$ cat src/rtl/instr_reg_queue_pkg.sv
// Shared instruction-format definitions for the fetch/decode front end.
// Field offsets are derived from the default widths; the struct mirrors one IR word.
package ir_pkg;

  localparam int INSTR_W  = 16;
  localparam int OPCODE_W = 4;
  localparam int REG_W    = 3;
  localparam int IMM_W    = 5;
  localparam int XLEN     = 16;

  localparam int OPC_LSB  = INSTR_W - OPCODE_W;
  localparam int MODE_BIT = OPC_LSB - 1;
  localparam int RD_LSB   = MODE_BIT - REG_W;
  localparam int RS1_LSB  = RD_LSB - REG_W;

  typedef struct packed {
    logic [OPCODE_W-1:0] opcode;
    logic                mode;
    logic [REG_W-1:0]    rd;
    logic [REG_W-1:0]    rs1;
    logic [IMM_W-1:0]    imm;
  } instr_t;

  function automatic logic [XLEN-1:0] sext_imm(input logic [IMM_W-1:0] imm);
    return {{(XLEN-IMM_W){imm[IMM_W-1]}}, imm};
  endfunction

endpackage

$ cat src/rtl/instr_reg_queue_sync_fifo.sv
// In-order FIFO with pointers and occupancy count; storage itself is not reset.
// push/pop are requests; this block qualifies them against full/empty and flush.
module sync_fifo #(
  parameter int DEPTH = 4,
  parameter int WIDTH = 16,
  localparam int AW = $clog2(DEPTH),
  localparam int CW = $clog2(DEPTH + 1)
) (
  input  logic             clk,
  input  logic             rst_n,
  input  logic             push,
  input  logic             pop,
  input  logic             flush,
  input  logic [WIDTH-1:0] wdata,
  output logic [WIDTH-1:0] rdata,
  output logic             full,
  output logic             empty,
  output logic [CW-1:0]    count
);

  logic [WIDTH-1:0] r_mem [DEPTH];
  logic [AW-1:0]    r_wr_ptr;
  logic [AW-1:0]    r_rd_ptr;
  logic [CW-1:0]    r_count;
  logic             w_push;
  logic             w_pop;

  assign full    = (r_count == CW'(DEPTH));
  assign empty   = (r_count == '0);
  assign count   = r_count;
  assign rdata   = r_mem[r_rd_ptr];
  assign w_push  = push && !full && !flush;
  assign w_pop   = pop && !empty && !flush;

  always_ff @(posedge clk) begin
    if (w_push && rst_n) r_mem[r_wr_ptr] <= wdata;
  end

  // DEPTH is a power of two, so pointer wrap is plain overflow.
  always_ff @(posedge clk) begin
    if (!rst_n || flush) begin
      r_wr_ptr <= '0;
      r_rd_ptr <= '0;
      r_count  <= '0;
    end else begin
      if (w_push) r_wr_ptr <= r_wr_ptr + AW'(1);
      if (w_pop)  r_rd_ptr <= r_rd_ptr + AW'(1);
      case ({w_push, w_pop})
        2'b10:   r_count <= r_count + CW'(1);
        2'b01:   r_count <= r_count - CW'(1);
        default: r_count <= r_count;
      endcase
    end
  end

endmodule

$ cat src/rtl/instr_reg_queue.sv
// Instruction register fed by a prefetch queue; decoded fields come from the
// registered IR. An ir_load against an empty queue produces a fetch bubble.
module instr_reg_queue
  import ir_pkg::*;
#(
  parameter int INSTR_W  = ir_pkg::INSTR_W,
  parameter int OPCODE_W = ir_pkg::OPCODE_W,
  parameter int REG_W    = ir_pkg::REG_W,
  parameter int IMM_W    = ir_pkg::IMM_W,
  parameter int XLEN     = ir_pkg::XLEN,
  parameter int DEPTH    = 4
) (
  input  logic                       clk,
  input  logic                       rst_n,
  input  logic                       flush,
  input  logic                       in_valid,
  input  logic [INSTR_W-1:0]         in_instr,
  output logic                       in_ready,
  input  logic                       ir_load,
  output logic                       ir_valid,
  output logic [INSTR_W-1:0]         ir,
  output logic [OPCODE_W-1:0]        opcode,
  output logic                       mode,
  output logic [REG_W-1:0]           rd,
  output logic [REG_W-1:0]           rs1,
  output logic [IMM_W-1:0]           imm,
  output logic [XLEN-1:0]            imm_ext,
  output logic [$clog2(DEPTH+1)-1:0] count
);

  localparam int OPC_LO   = INSTR_W - OPCODE_W;
  localparam int MODE_POS = OPC_LO - 1;
  localparam int RD_LO    = MODE_POS - REG_W;
  localparam int RS1_LO   = RD_LO - REG_W;

  if (OPCODE_W + 1 + 2*REG_W + IMM_W != INSTR_W) begin : g_bad_fields
    $error("instr_reg_queue: field widths do not sum to INSTR_W");
  end
  if (DEPTH < 2 || (DEPTH & (DEPTH - 1)) != 0) begin : g_bad_depth
    $error("instr_reg_queue: DEPTH must be a power of two >= 2");
  end
  if (XLEN <= IMM_W) begin : g_bad_xlen
    $error("instr_reg_queue: XLEN must exceed IMM_W");
  end

  logic [INSTR_W-1:0] w_head;
  logic               w_full;
  logic               w_empty;
  logic [INSTR_W-1:0] r_ir;
  logic               r_ir_valid;

  // Handshake: a word transfers on a clk edge where in_valid && in_ready && !flush.
  // in_ready is !full only; it never looks at in_valid, ir_load or flush.
  assign in_ready = !w_full;

  sync_fifo #(.DEPTH(DEPTH), .WIDTH(INSTR_W)) u_fifo (
    .clk   (clk),
    .rst_n (rst_n),
    .push  (in_valid),
    .pop   (ir_load),
    .flush (flush),
    .wdata (in_instr),
    .rdata (w_head),
    .full  (w_full),
    .empty (w_empty),
    .count (count)
  );

  always_ff @(posedge clk) begin
    if (!rst_n) begin
      r_ir       <= '0;
      r_ir_valid <= 1'b0;
    end else if (flush) begin
      r_ir_valid <= 1'b0;
    end else if (ir_load) begin
      if (!w_empty) begin
        r_ir       <= w_head;
        r_ir_valid <= 1'b1;
      end else begin
        r_ir_valid <= 1'b0;
      end
    end
  end

  assign ir       = r_ir;
  assign ir_valid = r_ir_valid;
  assign opcode   = r_ir[OPC_LO +: OPCODE_W];
  assign mode     = r_ir[MODE_POS];
  assign rd       = r_ir[RD_LO +: REG_W];
  assign rs1      = r_ir[RS1_LO +: REG_W];
  assign imm      = r_ir[IMM_W-1:0];
  assign imm_ext  = {{(XLEN-IMM_W){imm[IMM_W-1]}}, imm};

endmodule

$ cat config.mk
export PLATFORM = sky130hd
export DESIGN_NAME = instr_reg_queue
export DESIGN_NICKNAME = d
export VERILOG_FILES = /design/src/rtl/instr_reg_queue_pkg.sv /design/src/rtl/instr_reg_queue_sync_fifo.sv /design/src/rtl/instr_reg_queue.sv
export SDC_FILE = /design/constraint.sdc
export NUM_CORES = 1
export LEC_CHECK = 0
export CAP_MARGIN = 30
export CORE_UTILIZATION = 51
export DETAILED_ROUTE_END_ITERATION = 6
export GPL_TIMING_DRIVEN = 0
export PLACE_DENSITY_LB_ADDON = 0.05
export SLEW_MARGIN = 0
export SYNTH_ARGS = -nofsm -noshare
export SYNTH_HDL_FRONTEND = slang
export SYNTH_HIERARCHICAL = 1
export SYNTH_SLANG_ARGS = --single-unit
$ cat constraint.sdc
create_clock -name clk -period 2.8 [get_ports clk]
set_clock_uncertainty 0.05 [all_clocks]
set_input_delay 0.56 -clock clk [delete_from_list [all_inputs] [get_ports clk]]
set_output_delay 0.56 -clock clk [all_outputs]
set_load 0.02 [all_outputs]
Word-level counts from Yosys, hierarchy flattened
Memory sizes are Yosys's and may differ from the RTL's. A register that Yosys moved wholly into a read port is not among the register bits.
Index checks and enable logic that the tools add are counted.
{"block": "word_totals", "regBits": 8, "ram_bits": 64, "word_cells": 34, "n_memories": 1}
{"memory": "u_fifo.r_mem", "depth": 4, "word_bits": 16, "read_ports": 1, "rd_clocked_by_memory_dff": 1, "write_ports": 1, "line": "instr_reg_queue_sync_fifo.sv:21", "source": "logic [WIDTH-1:0] r_mem [DEPTH];"}
{"block": "classes", "add_sub_neg": 4, "n_eq_ne": 3, "n_mux": 4, "bitwise": 3, "reduce_logical": 15}
{"op": "$pmux 3 s2", "n": 1}
{"op": "$logic_and 1x1->1", "n": 5}
{"op": "$logic_not 1->1", "n": 5}
{"op": "$add 2x1->2 const B", "n": 2}
{"op": "$add 3x1->3 const B", "n": 1}
{"op": "$eq 3x3->1 const B", "n": 1}
{"op": "$logic_not 3->1", "n": 1}
{"op": "$mux 1", "n": 3}
{"op": "$not 1->1", "n": 3}
{"op": "$reduce_and 3->1", "n": 1}
{"op": "$sub 3x1->3 const B", "n": 1}
{"op": "$eq 2x1->1 const B", "n": 1}
{"op": "$eq 2x2->1 const B", "n": 1}
{"op": "$reduce_bool 2->1", "n": 1}
{"op": "$reduce_or 2->1", "n": 1}
{"op": "$logic_or 1x1->1", "n": 1}

Longest topological paths before layout
{"block": "depth", "word_depth": 7, "ltp_mapped": 9, "mapped_depth_nobuf": 9}

Cells and area by module
Netlist, hierarchy kept.
{"module": "sync_fifo", "n_inst": 1, "cells_per_inst": 139, "area_per_inst_um2": 2866.5, "seq_area_each_um2": 2102.0}
{"module": "instr_reg_queue", "n_inst": 1, "cells_per_inst": 108, "area_per_inst_um2": 943.4, "seq_area_each_um2": 340.3}

Least setup slack after synthesis
Ideal clock, no wire load.
{"block": "synth_timing", "kind": "register -> register", "start": "register u_fifo.r_count[2], in the netlist u_fifo/count[2]", "end": "register u_fifo.r_count[2], in the netlist u_fifo/count[2]", "arrival_ns": 2.113, "t_required_ns": 2.680, "path_slack_ns": 0.567, "path_stages_with_launch": 9, "synth_period_minus_slack_ns": 2.233, "path_cell_list": "dfxtp_1 nor3_2 nor3b_2 ha_1 inv_1 fa_1 xor2_1 or3_1 a21oi_1"}
{"block": "synth_via", "elab_chain_len": 6, "word_cells_on_any_way": 14, "classes_between": "add/sub: 2; eq/ne: 3; mux: 1; reduce/logical: 8"}
{"element": "start: declaration", "line": "instr_reg_queue_sync_fifo.sv:24", "source": "logic [CW-1:0] r_count;"}
{"element": "start signal: assignment", "line": "instr_reg_queue_sync_fifo.sv:49", "source": "2'b10: r_count <= r_count + CW'(1);"}
{"element": "start signal: assignment", "line": "instr_reg_queue_sync_fifo.sv:50", "source": "2'b01: r_count <= r_count - CW'(1);"}
{"element": "start signal: assignment", "line": "instr_reg_queue_sync_fifo.sv:51", "source": "default: r_count <= r_count;"}
{"element": "$logic_not 3->1 *", "line": "instr_reg_queue_sync_fifo.sv:29", "source": "assign empty = (r_count == '0);"}
{"element": "net w_empty", "line": "instr_reg_queue.sv:48", "source": "logic w_empty;"}
{"element": "$logic_not 1->1 *", "line": "instr_reg_queue_sync_fifo.sv:33", "source": "assign w_pop = pop && !empty && !flush;"}
{"element": "$logic_and 1x1->1 * (2 in a row)", "line": "instr_reg_queue_sync_fifo.sv:33"}
{"element": "$eq 2x1->1 / $eq 2x2->1 (equally long branches)", "line": "instr_reg_queue_sync_fifo.sv:48", "source": "case ({w_push, w_pop})"}
{"element": "$pmux 3 s2 / $reduce_bool 2->1 (equally long branches)"}
Mark *: on every way through the listed nets, which the timed path passes. The rest lies on a longest branch.
A chain may end at the register's enable or synchronous reset.

Final worst setup path
{"block": "layout_timing", "start": "input port flush", "end": "register u_fifo.r_count[2], in the netlist u_fifo/count[2]"}
{"block": "layout_via", "elab_chain_len": 4, "word_cells_on_any_way": 8, "classes_between": "eq/ne: 2; mux: 1; reduce/logical: 5"}
{"element": "start: declaration", "line": "instr_reg_queue.sv:15", "source": "input logic flush,"}
{"element": "$logic_not 1->1", "line": "instr_reg_queue_sync_fifo.sv:32, instr_reg_queue_sync_fifo.sv:33"}
{"element": "$logic_and 1x1->1 (on tied branches)", "line": "instr_reg_queue_sync_fifo.sv:33, instr_reg_queue_sync_fifo.sv:32"}
{"element": "$eq 2x1->1 / $eq 2x2->1 (equally long branches)", "line": "instr_reg_queue_sync_fifo.sv:48"}
{"element": "$pmux 3 s2 / $reduce_bool 2->1 (equally long branches)"}
Parallel ways exist; a longest one is shown, timed or not.

==> load_flow_metrics.sql <==
INSERT INTO impl_metrics (metric_group, metric, value, unit) VALUES
('status', 'run_status', 'finished clean', ''),
('layout', 'antenna-diode-count', '0', ''),
('power_and_ir_drop', 'power_frac_clock', '35.3', '%'),
('route', 'vias', '2111', ''),
('clocking', 'clk_root_buffer_cell', 'sky130_fd_sc_hd__clkbuf_8', ''),
('logic_synthesis', 'synth_edf_count', '64', ''),
('die', 'core.rowCount', '31', ''),
('setup_path', 'end_kind', 'flop', ''),
('logic_synthesis', 'count_of_mapped_cells_out_of_synthesis', '247', ''),
('die', 'die-width', '88.4', 'um'),
('place', 'dp_hpwl', '4.22', 'mm'),
('power_and_ir_drop', 'switching_share', '21.3', '%'),
('sta', 'maxClockFrequency', '388', 'MHz'),
('logic_synthesis', 'post_synth_xor_area_fraction', '0.460', '%'),
('sta', 'setup_viol', '0', ''),
('run', 'max-cap-violations', '0', ''),
('die', 'coreArea', '7250', 'um2'),
('logic_synthesis', 'synth_net_count', '274', ''),
('die', 'initial_utilization', '52.5', '%'),
('clocking', 'path_clk_slew', '80', 'ps'),
('layout', 'syn_to_final_growth', '27.5', '%'),
('global_route', 'grt.overflow.total', '0', ''),
('clocking', 'cts-root-to-sink-buffers', '2', ''),
('logic_synthesis', 'synthDistinctLibCells', '28', ''),
('die', 'floorplan.die_area', '7820', 'um2'),
('logic_synthesis', 'yosys_register_bits', '90', ''),
('route', 'average_wire_per_standard_cell', '14.4', 'um'),
('global_route', 'first_global_vias', '1968', ''),
('sta', 'report.final.slew_viol_count', '0', ''),
('route', 'routed_wl', '6.27', 'mm'),
('clocking', 'tritoncts', 'yes', ''),
('place', 'gpl.final_weighted_congestion', '0.728', ''),
('sta', 'final.setup.tns', '0', 'ps'),
('setup_path', 'max_fanout_on_critical_path', '7', ''),
('logic_synthesis', 'fraction_of_the_mapped_netlist_area_in_simple_logic_gates', '6.80', '%'),
('setup_path', 'timing_worst_setup_path_type', 'primary input to flop', ''),
('clocking', 'cts_hold_buffers', '0', ''),
('sta', 'finalWorstSetupSlack', '220', 'ps'),
('logic_synthesis', 'ys.flop_type', 'sky130_fd_sc_hd__edfxtp_1', ''),
('route', 'avgViaCountPerCell', '4.85', ''),
('global_route', 'antenna_found_initial', '0', ''),
('layout', 'num-fill-cells', '551', ''),
('logic_synthesis', 'async_reset_ff_share', '0', '%'),
('logic_synthesis', 'synth-compound-area-share', '1.58', '%'),
('clocking', 'cts_buffers', '9', ''),
('power_and_ir_drop', 'power_density', '503', 'nW/um2'),
('power_and_ir_drop', 'totalPowerFinal', '2.45', 'mW'),
('setup_path', 'required', '3030', 'ps'),
('layout', 'seqCellArea', '2440', 'um2'),
('logic_synthesis', 'synth.cell_area', '3810', 'um2'),
('sta', 'worst_pin_slew', '919', 'ps'),
('logic_synthesis', 'synth_fa_ha_area_share', '2.17', '%'),
('place', 'port_buffers', '73', ''),
('power_and_ir_drop', 'internal-power', '1.93', 'mW'),
('global_route', 'grt_use_total', '17.2', '%'),
('logic_synthesis', 'syn_avg_cell_area', '15.4', 'um2'),
('sta', 'period_share', '92.2', '%'),
('route', 'detailedRoute.firstPassIterationCount', '4', ''),
('global_route', 'grt_start_max_net_pins', '17', ''),
('power_and_ir_drop', 'power.share.sequential', '59.0', '%'),
('sta', 'timing.max_slew.rel_slack', '38.8', '%'),
('die', 'die_height', '88.4', 'um'),
('setup_path', 'worstSetupStartpointType', 'primary input', ''),
('layout', 'combined_area_of_the_multi_input_logic_cells', '1000', 'um2'),
('route', 'detail_route.iter0.violations', '81', ''),
('global_route', 'grt_pass1_wl', '9.54', 'mm'),
('sta', 'final.min_clock_period', '2580', 'ps'),
('route', 'detail_route.drc_violations', '0', ''),
('power_and_ir_drop', 'vdd_drop_max', '0.316', 'mV'),
('power_and_ir_drop', 'pwr-share-comb', '5.7', '%'),
('place', 'dpl_worst_slack', '-119', 'ps');
[layout make-up]
| class | count | share of cell area, % |
|---|---|---|
| Inverter | 9 | 0.695 |
| Sequential cell | 90 | 50.3 |
| Timing Repair Buffer | 73 | 15.0 |
| Tap cell | 99 | 2.55 |
| Clock inverter | 5 | 1.29 |
| Buffer | 42 | 6.82 |
| Multi-Input combinational cell | 106 | 20.6 |
| Clock buffer | 11 | 2.70 |
[cell usage in the layout (no fill, tap or decap), drive strengths merged, types with 10 or more instances in the layout]
cell type	Yosys	final
buf	41	41
clkbuf	1	12
clkdlybuf4s50	0	73
dfxtp	26	26
edfxtp	64	64
inv	9	10
mux2i	20	20
mux4	16	16
nand2	37	37
[power groups by stage]
| stage | logic (mW) | clock network [mW] | registers, mW |
|---|---|---|---|
| after floorplan | 0.0632 | 0 | 1.48 |
| after global placement | 0.137 | 0 | 1.47 |
| after detailed placement | 0.140 | 0 | 1.47 |
| after CTS | 0.140 | 0.886 | 1.44 |
| after global routing | 0.150 | 0.940 | 1.44 |
| final | 0.139 | 0.864 | 1.44 |
[metrics by stage]
step           std cells  area (um2)  utilization, %  hold WS (ps)
6_report             435        4860            67.0           428
5_1_grt              435        4860            67.0           453
4_1_cts              435        4860            67.0           430
3_5_place_dp         419        4660            64.3           419
3_3_place_gp         419        4660            64.3           409
2_1_floorplan        247        3810               -           409
[kinds of logic (layout without fill, tap and decap cells)]
family                   after synthesis  in the layout
AO/OA/AOI/OAI                          7              7
flip-flops                            90             90
multiplexers                          36             36
XOR/XNOR                               2              2
adder cells (fa/ha/maj)                6              6
AND/OR/NAND/NOR                       55             55
buffers and inverters                 51            140
[routing by layer]
metal	global-route usage (%)	share of wire (%)	vias to the layer above
li1	-	-	1029
met4	7.48	1.4	0
met2	28.9	48	62
met5	0	0	-
met3	4.48	4.5	12
met1	21.1	46	1008
[critical path, cell delays in order]
cell	delay, ps
sky130_fd_sc_hd__clkdlybuf4s50_1	560
sky130_fd_sc_hd__nor3b_2	390
sky130_fd_sc_hd__ha_1	260
sky130_fd_sc_hd__inv_1	60
sky130_fd_sc_hd__fa_1	370
sky130_fd_sc_hd__xor2_1	160
sky130_fd_sc_hd__or3_1	310
sky130_fd_sc_hd__a21oi_1	140
[worst paths after layout]
path | from | end | slack, ps | cells after the start
setup / recovery | flush | u_fifo/count[2] | 220 | 8
setup reg to reg | u_fifo/count[2] | u_fifo/count[2] | 490 | 8
hold / removal | ir[11] | ir[11] | 430 | 2
hold reg to reg | ir[11] | ir[11] | 430 | 2
[state kept, by name (all words and copies together) (netlist names), named ones only]
name             flops
u_fifo/r_rd_ptr      2
u_fifo/r_mem        64
ir_valid             1
ir                  16
u_fifo/r_wr_ptr      2
u_fifo/count         3
[Yosys cell counts, drive strengths merged, types with 2 or more instances]
cell | instances | area (um2)
a21oi | 3 | 15.0
and3 | 5 | 31.3
buf | 41 | 328
dfxtp | 26 | 521
edfxtp | 64 | 1920
ha | 5 | 62.6
inv | 9 | 33.8
mux2i | 20 | 200
mux4 | 16 | 383
nand2 | 37 | 139
nand2b | 2 | 12.5
nor2 | 4 | 15.0
nor3b | 2 | 25.0
o21ai | 2 | 10.0
or3 | 2 | 12.5
xor2 | 2 | 17.5
Power figures use the tool's default switching activity.
